--- src/rtl/mem_bridge_pkg.sv ---
// Shared types for the data-memory bridge.
// State encoding and fault codes used by the bridge and its bench.
package mem_bridge_pkg;

    typedef enum logic [1:0] {
        IDLE = 2'd0,
        BUS  = 2'd1,
        DONE = 2'd2
    } mb_state_e;

    localparam logic [1:0] FLT_NONE    = 2'b00;
    localparam logic [1:0] FLT_ALIGN   = 2'b01;
    localparam logic [1:0] FLT_BUSERR  = 2'b10;
    localparam logic [1:0] FLT_TIMEOUT = 2'b11;

endpackage

--- src/rtl/bus_timeout_counter.sv ---
// Wait-cycle counter for an outstanding bus beat.
// Flags the last allowed wait cycle while still counting.
module bus_timeout_counter #(
    parameter int TIMEOUT = 255
) (
    input  logic clk,
    input  logic rst,
    input  logic clear,
    input  logic enable,
    output logic expired
);

    localparam int CW = $clog2(TIMEOUT + 1);
    localparam logic [CW-1:0] LAST = CW'(TIMEOUT - 1);

    logic [CW-1:0] count;

    always_ff @(posedge clk or negedge rst) begin
        if (!rst) begin
            count <= '0;
        end else if (clear) begin
            count <= '0;
        end else if (enable) begin
            count <= count + CW'(1);
        end
    end

    assign expired = enable && (count == LAST);

endmodule

--- src/rtl/data_mem_bridge.sv ---
// Converts single-beat core memory accesses into valid/ready bus beats,
// with registered read data and misaligned/bus-error/timeout faults.
module data_mem_bridge
    import mem_bridge_pkg::*;
#(
    parameter int ADDR_W  = 32,
    parameter int DATA_W  = 32,
    parameter int TIMEOUT = 255
) (
    input  logic              clk,
    input  logic              rst,
    input  logic              cpu_req,
    input  logic              cpu_we,
    input  logic [ADDR_W-1:0] cpu_addr,
    input  logic [DATA_W-1:0] cpu_wdata,
    output logic [DATA_W-1:0] cpu_rdata,
    output logic              cpu_done,
    output logic              cpu_busy,
    output logic              cpu_fault,
    output logic [1:0]        fault_code,
    output logic              bus_valid,
    output logic              bus_we,
    output logic [ADDR_W-1:0] bus_addr,
    output logic [DATA_W-1:0] bus_wdata,
    input  logic              bus_ready,
    input  logic [DATA_W-1:0] bus_rdata,
    input  logic              bus_err
);

    mb_state_e state_q, state_d;
    logic      misaligned;
    logic      tmo_clear;
    logic      tmo_enable;
    logic      tmo_expired;

    assign misaligned = |cpu_addr[1:0];
    assign tmo_clear  = (state_q == IDLE);
    assign tmo_enable = (state_q == BUS) && !bus_ready;

    bus_timeout_counter #(
        .TIMEOUT(TIMEOUT)
    ) u_tmo (
        .clk    (clk),
        .rst    (rst),
        .clear  (tmo_clear),
        .enable (tmo_enable),
        .expired(tmo_expired)
    );

    always_ff @(posedge clk or negedge rst) begin
        if (!rst) begin
            state_q <= IDLE;
        end else begin
            state_q <= state_d;
        end
    end

    // A ready on the expiring edge takes priority over the timeout.
    always_comb begin
        state_d = state_q;
        unique case (state_q)
            IDLE: begin
                if (cpu_req) begin
                    state_d = misaligned ? DONE : BUS;
                end
            end
            BUS: begin
                if (bus_ready || tmo_expired) begin
                    state_d = DONE;
                end
            end
            DONE:    state_d = IDLE;
            default: state_d = IDLE;
        endcase
    end

    always_ff @(posedge clk or negedge rst) begin
        if (!rst) begin
            bus_we     <= 1'b0;
            bus_addr   <= '0;
            bus_wdata  <= '0;
            cpu_rdata  <= '0;
            cpu_fault  <= 1'b0;
            fault_code <= FLT_NONE;
        end else begin
            unique case (state_q)
                IDLE: begin
                    if (cpu_req) begin
                        bus_we     <= cpu_we;
                        bus_addr   <= cpu_addr;
                        bus_wdata  <= cpu_wdata;
                        cpu_fault  <= misaligned;
                        fault_code <= misaligned ? FLT_ALIGN : FLT_NONE;
                    end
                end
                BUS: begin
                    if (bus_ready) begin
                        if (bus_err) begin
                            cpu_fault  <= 1'b1;
                            fault_code <= FLT_BUSERR;
                        end else if (!bus_we) begin
                            cpu_rdata <= bus_rdata;
                        end
                    end else if (tmo_expired) begin
                        cpu_fault  <= 1'b1;
                        fault_code <= FLT_TIMEOUT;
                    end
                end
                DONE:    ;
                default: ;
            endcase
        end
    end

    assign bus_valid = (state_q == BUS);
    assign cpu_done  = (state_q == DONE);
    assign cpu_busy  = (state_q != IDLE);

endmodule

--- config.mk ---
export PLATFORM = sky130hd
export DESIGN_NAME = data_mem_bridge
export DESIGN_NICKNAME = d
export VERILOG_FILES = /design/src/rtl/mem_bridge_pkg.sv /design/src/rtl/bus_timeout_counter.sv /design/src/rtl/data_mem_bridge.sv
export SDC_FILE = /design/constraint.sdc
export NUM_CORES = 1
export LEC_CHECK = 0
export ABC_CLOCK_PERIOD_IN_PS = 4400
export CAP_MARGIN = 20
export CORE_UTILIZATION = 44
export DETAILED_ROUTE_END_ITERATION = 10
export GPL_ROUTABILITY_DRIVEN = 0
export PLACE_DENSITY_LB_ADDON = 0.3
export REMOVE_ABC_BUFFERS = 1
export SYNTH_ARGS = -nofsm -noshare
export SYNTH_HDL_FRONTEND = slang
export SYNTH_SLANG_ARGS = --single-unit
export TNS_END_PERCENT = 30
--- constraint.sdc ---
create_clock -name clk -period 4.4 [get_ports clk]
set_input_delay 1.32 -clock clk [delete_from_list [all_inputs] [get_ports clk]]
set_output_delay 1.32 -clock clk [all_outputs]
set_load 0.05 [all_outputs]
Yosys cells after proc, flatten, opt, wreduce, memory -nomap -nowiden
Index checks and enable logic that the tools add are counted.
- bits in registers: 110
- input bits: 102
- output and inout bits: 103
- word-level logic and storage cells: 48
- $add $sub $neg: 1
- equality and inequality tests: 7
- mux-type cells: 17
- bitwise gates (word level): 2
- reductions and logical operators: 13
- operators by type and width (cell ; number):
    8-bit 2-to-1 mux ; 2
    2-bit 2-to-1 mux ; 7
    8-bit by 1-bit adder with 8-bit output, second input constant ; 1
    8-bit equality test, second input constant ; 1
    2-bit one-hot mux with 2 select lines ; 2
    4-bit AND reduction ; 2
    2-bit nonzero test ; 3
    1-bit 2-to-1 mux ; 5
    2-bit AND reduction ; 2
    3-bit by 1-bit inequality test with 1-bit output, second input constant ; 1
    3-bit by 2-bit inequality test with 1-bit output, second input constant ; 1
    2-bit by 1-bit equality test with 1-bit output, second input constant ; 1
    2-bit equality test, second input constant ; 1
    1-bit logical AND ; 2
    2-bit zero test ; 1
    2-bit by 1-bit inequality test with 1-bit output, second input constant ; 1
    2-bit inequality test, second input constant ; 1
    1-bit NOT ; 2
    1-bit one-hot mux with 2 select lines ; 1
    2-bit OR reduction ; 1
    1-bit zero test ; 1
    1-bit logical OR ; 1

Longest topological paths before layout
- word-level depth: 6
- mapped depth: 5
- depth with buffers taken out: 5

Cells and area by module
From an unflattened synthesis, not the netlist that was laid out.
- cells, all modules: 273
- area total of the unflattened synthesis: 4524.3 um^2
- by module, submodules not included (module ; times used ; cells an instance ; area each (um^2) ; seq. area each (um^2)):
    data_mem_bridge ; 1 ; 232 ; 4112.7 ; 2552.4
    bus_timeout_counter ; 1 ; 41 ; 411.6 ; 200.2

Least setup slack after synthesis
Ideal clock, no wire load.
- path kind: reg-to-output
- from: register state_q[0]
- to: output cpu_done
- arrival: 1.142 ns
- data required time: 3.080 ns
- setup slack: 1.938 ns
- cell stages (with the launch flop): 2
- path buffers: 0
- cell sequence: dfrtp_1 -> nor2b_1
- cells in the longest elaborated chain, start to end: 1
- RTL lines (item ; line ; text):
    start, declared ; data_mem_bridge.sv:30 ; mb_state_e state_q, state_d;
    start signal, assigned ; data_mem_bridge.sv:54 ; state_q <= state_d;
    2-bit equality test ; data_mem_bridge.sv:116 ; assign cpu_done = (state_q == DONE);
    end, declared ; data_mem_bridge.sv:17 ; output logic cpu_done,
Every way passes these cells.

Worst setup path in the final report
- from: register state_q[0]
- to: output cpu_busy
- cells in the longest elaborated chain, start to end: 1
- RTL lines (item ; line ; text):
    2-bit nonzero test ; data_mem_bridge.sv:117 ; assign cpu_busy = (state_q != IDLE);
    end, declared ; data_mem_bridge.sv:18 ; output logic cpu_busy,
Every way passes these cells.

==> metrics.txt <==
setup violators final 0; Seq pwr share 33.5%; via count 2994; Worst-Margin Slew 687 ps; Synth Area per Inst 15.7 um^2; top cell type's share of synthesized area 64.5%; clock period minus final worst setup slack 3380 ps; crit path capture type primary output; largest net degree at the start of global routing 59; Req. time, crit path 3080 ps; count of final hold-check violations 0; post-DP HPWL 7.46 mm; Switching Share 43.5%; HP Start cpu_rdata[12]; PortBufs 204; Slew Limit Fails 0; worst r2r dst bus_addr[29]; power density cells 661 nW/um^2; CTS Buffer Depth 2; Final ANT Viol Nets 0; Post-CTS Setup Bufs 0; Hold Path Stages 1; share of layout cells above drive strength 1 24.3%; clock buffer count from CTS 9; First DRT Iteration DRCs 78; Resize count post-CTS 0; worst r2r path cells 4; #FFs+latches synth 110; crit share post-route 76.8%; Worst R2R Start state_q[0]; Remaining DRCs 0; Tightest Hold Check Type reg -> reg; vias per cell 4.90; GRT Overall Usage 20.1%; Cells after Synth 272; WL final 9.86 mm; # hold bufs at CTS 0; total negative slack 0 ps; Core Area 9330 um^2; worst path arrival time 2060 ps; Cell Count, Final, Fillers Out 611; initial antenna violation count 0; CTS tree yes; outcome completed; first-pass detailed-route iteration total 4; r2r setup slk 2640 ps; Area Growth Syn to Fin 56.0%; Worst Hold Path EP cpu_rdata[12]; Yosys top cell by area dfrtp_1; overall power 4400 uW; H-tree Lvls 3; combinational power share 52.2%; Pint 2490 uW; CTS Root Cell clkbuf_8; clock network latency to the later pin of the worst-skew pair 350 ps; Boundary Pins 205; crit path max fanout 9; gr ovfl total 0; wire length per cell 16.1 um; Max-slew headroom 54.2%; Max rail drop VDD 0.407 mV; Setup Skew 11.1 ps; P_leak 0.00280 uW; global-route wire length before repair 15.5 mm; critical path type reg -> out; Clock power frac 14.2%; MaxCap Viol Count 0; Setup WS post-layout 1020 ps; initial core utilization 45.8%; Core Rows 35; Die ar. 10100 um^2; sequential element share of the synthesized area 64.5%; Synth cell types 31; Fmax 296 MHz; Placement Setup Slack 1410 ps; DP Cell Count 598; RSZ-0062 raised after global routing false; clock transition at the registers of the reported paths 100 ps; Ys Warns 0; n_diodes 0; Final nets 584; die height 101 um; top cells by area, synth dfrtp_1, mux2_2, mux2_1; clock sinks 110; startpoint type of the worst setup path flop; Mapped Area 4270 um^2; Die Wd 101 um; net load switching power 1920 uW; number of global-route vias before repair 3139
==> final cells by class <==
class | count | area (um^2)
Clock buffer | 9 | 124
Timing Repair Buffer | 208 | 2080
Fill cell | 687 | 2670
Multi-Input combinational cell | 149 | 1460
Inverter | 2 | 7.51
Sequential cell | 110 | 2750
Tap cell | 129 | 161
Clock inverter | 4 | 75.1
==> layer usage <==
metal  up-vias  GRT usage [%]  wire length [um]
met5         -              0                 0
met1      1504           22.6              3720
met4         0           6.47               203
met2       100           36.0              5330
met3        18           6.80               604
li1       1372              -                 -
==> cells in the final DEF (no fill, tap or decap) <==
master and count:
clkdlybuf4s50_1 203, mux2_4 3, nand2b_1 2, o311ai_1 1, a41oi_2 1, nor2_1 4
bufinv_16 2, ha_1 2, nor2b_1 1, and2b_1 1, a21boi_0 1, o21a_1 1
o22ai_1 1, nor3b_1 1, o41ai_1 1, and4_4 1, clkbuf_8 9, mux2_2 92
or3_4 1, clkinvlp_4 2, o21ai_0 6, inv_1 1, nand4_1 3, mux2i_1 1
xor2_1 3, clkinv_1 1, dfrtp_1 110, mux2_1 5, nor3_1 1, and2_2 1
buf_12 1, or3_1 1, nand2_1 5, nand3_1 9, buf_4 4
==> cells in the mapped netlist (all sizes together) <==
cell and instances:
buf 10, nor2b 1, nor2 4, nor3b 1, nand2 5, clkbuf 1
nand3 9, o21ai 6, clkinv 1, inv 1, o311ai 1, and4 1
a41oi 1, dfrtp 110, nand2b 2, and2b 1, o21a 1, and2 1
a21boi 1, o22ai 1, or3 2, nor3 1, o41ai 1, ha 2
nand4 3, xor2 3, mux2 100, mux2i 1
==> critical path, stage by stage, from the launching register on <==
cell	delay (ps)
dfrtp_1	470
nor2_1	200
clkinv_1	250
clkdlybuf4s50_1	780
==> per-stage QoR <==
stage | area (um^2) | utilization, % | hold slack (ps)
2_1_floorplan | 4220 | - | 454
6_report | 6660 | 71.4 | 503
5_1_grt | 6660 | 71.4 | 516
3_3_place_gp | 6460 | 69.3 | 474
3_5_place_dp | 6460 | 69.3 | 484
4_1_cts | 6660 | 71.4 | 507
==> cell families after synthesis <==
group                    count (synthesis)  synth area share, %
XOR/XNOR                                 3                0.616
adder cells (fa/ha/maj)                  2                0.586
AO/OA/AOI/OAI                           12                 1.99
multiplexers                           101                 26.9
buffers and inverters                   13                 1.44
AND/OR/NAND/NOR                         31                 4.02
flip-flops                             110                 64.5
==> state kept, by name, indices dropped and copies added, names as in the netlist <==
signal	count
bus_addr	32
bus_wdata	32
bus_we	1
cpu_fault	1
cpu_rdata	32
fault_code	2
state_q	2
u_tmo.count	8
==> power by group through the flow <==
| stage | Clock, uW | Sequential (uW) | Combinational (uW) |
|---|---|---|---|
| 2_1_floorplan | 0 | 2590 | 372 |
| 3_3_place_gp | 0 | 1480 | 2300 |
| 3_5_place_dp | 0 | 1500 | 2320 |
| 4_1_cts | 645 | 1480 | 2320 |
| 5_1_grt | 687 | 1520 | 2380 |
| 6_report | 627 | 1480 | 2300 |
==> how the worst max path moves through the flow <==
stage / startpoint / end / slack [ps] / cells after the start
after floorplan: cpu_req / bus_addr[0] / 1000 / 2
after detailed placement: state_q[0] / cpu_busy / 1410 / 3
after CTS: state_q[0] / cpu_busy / 1020 / 3
after global routing: state_q[0] / cpu_busy / 940 / 3
final: state_q[0] / cpu_busy / 1020 / 3
after global placement: state_q[0] / cpu_busy / 1470 / 3
Note: power is estimated with default switching activity, not from simulation.
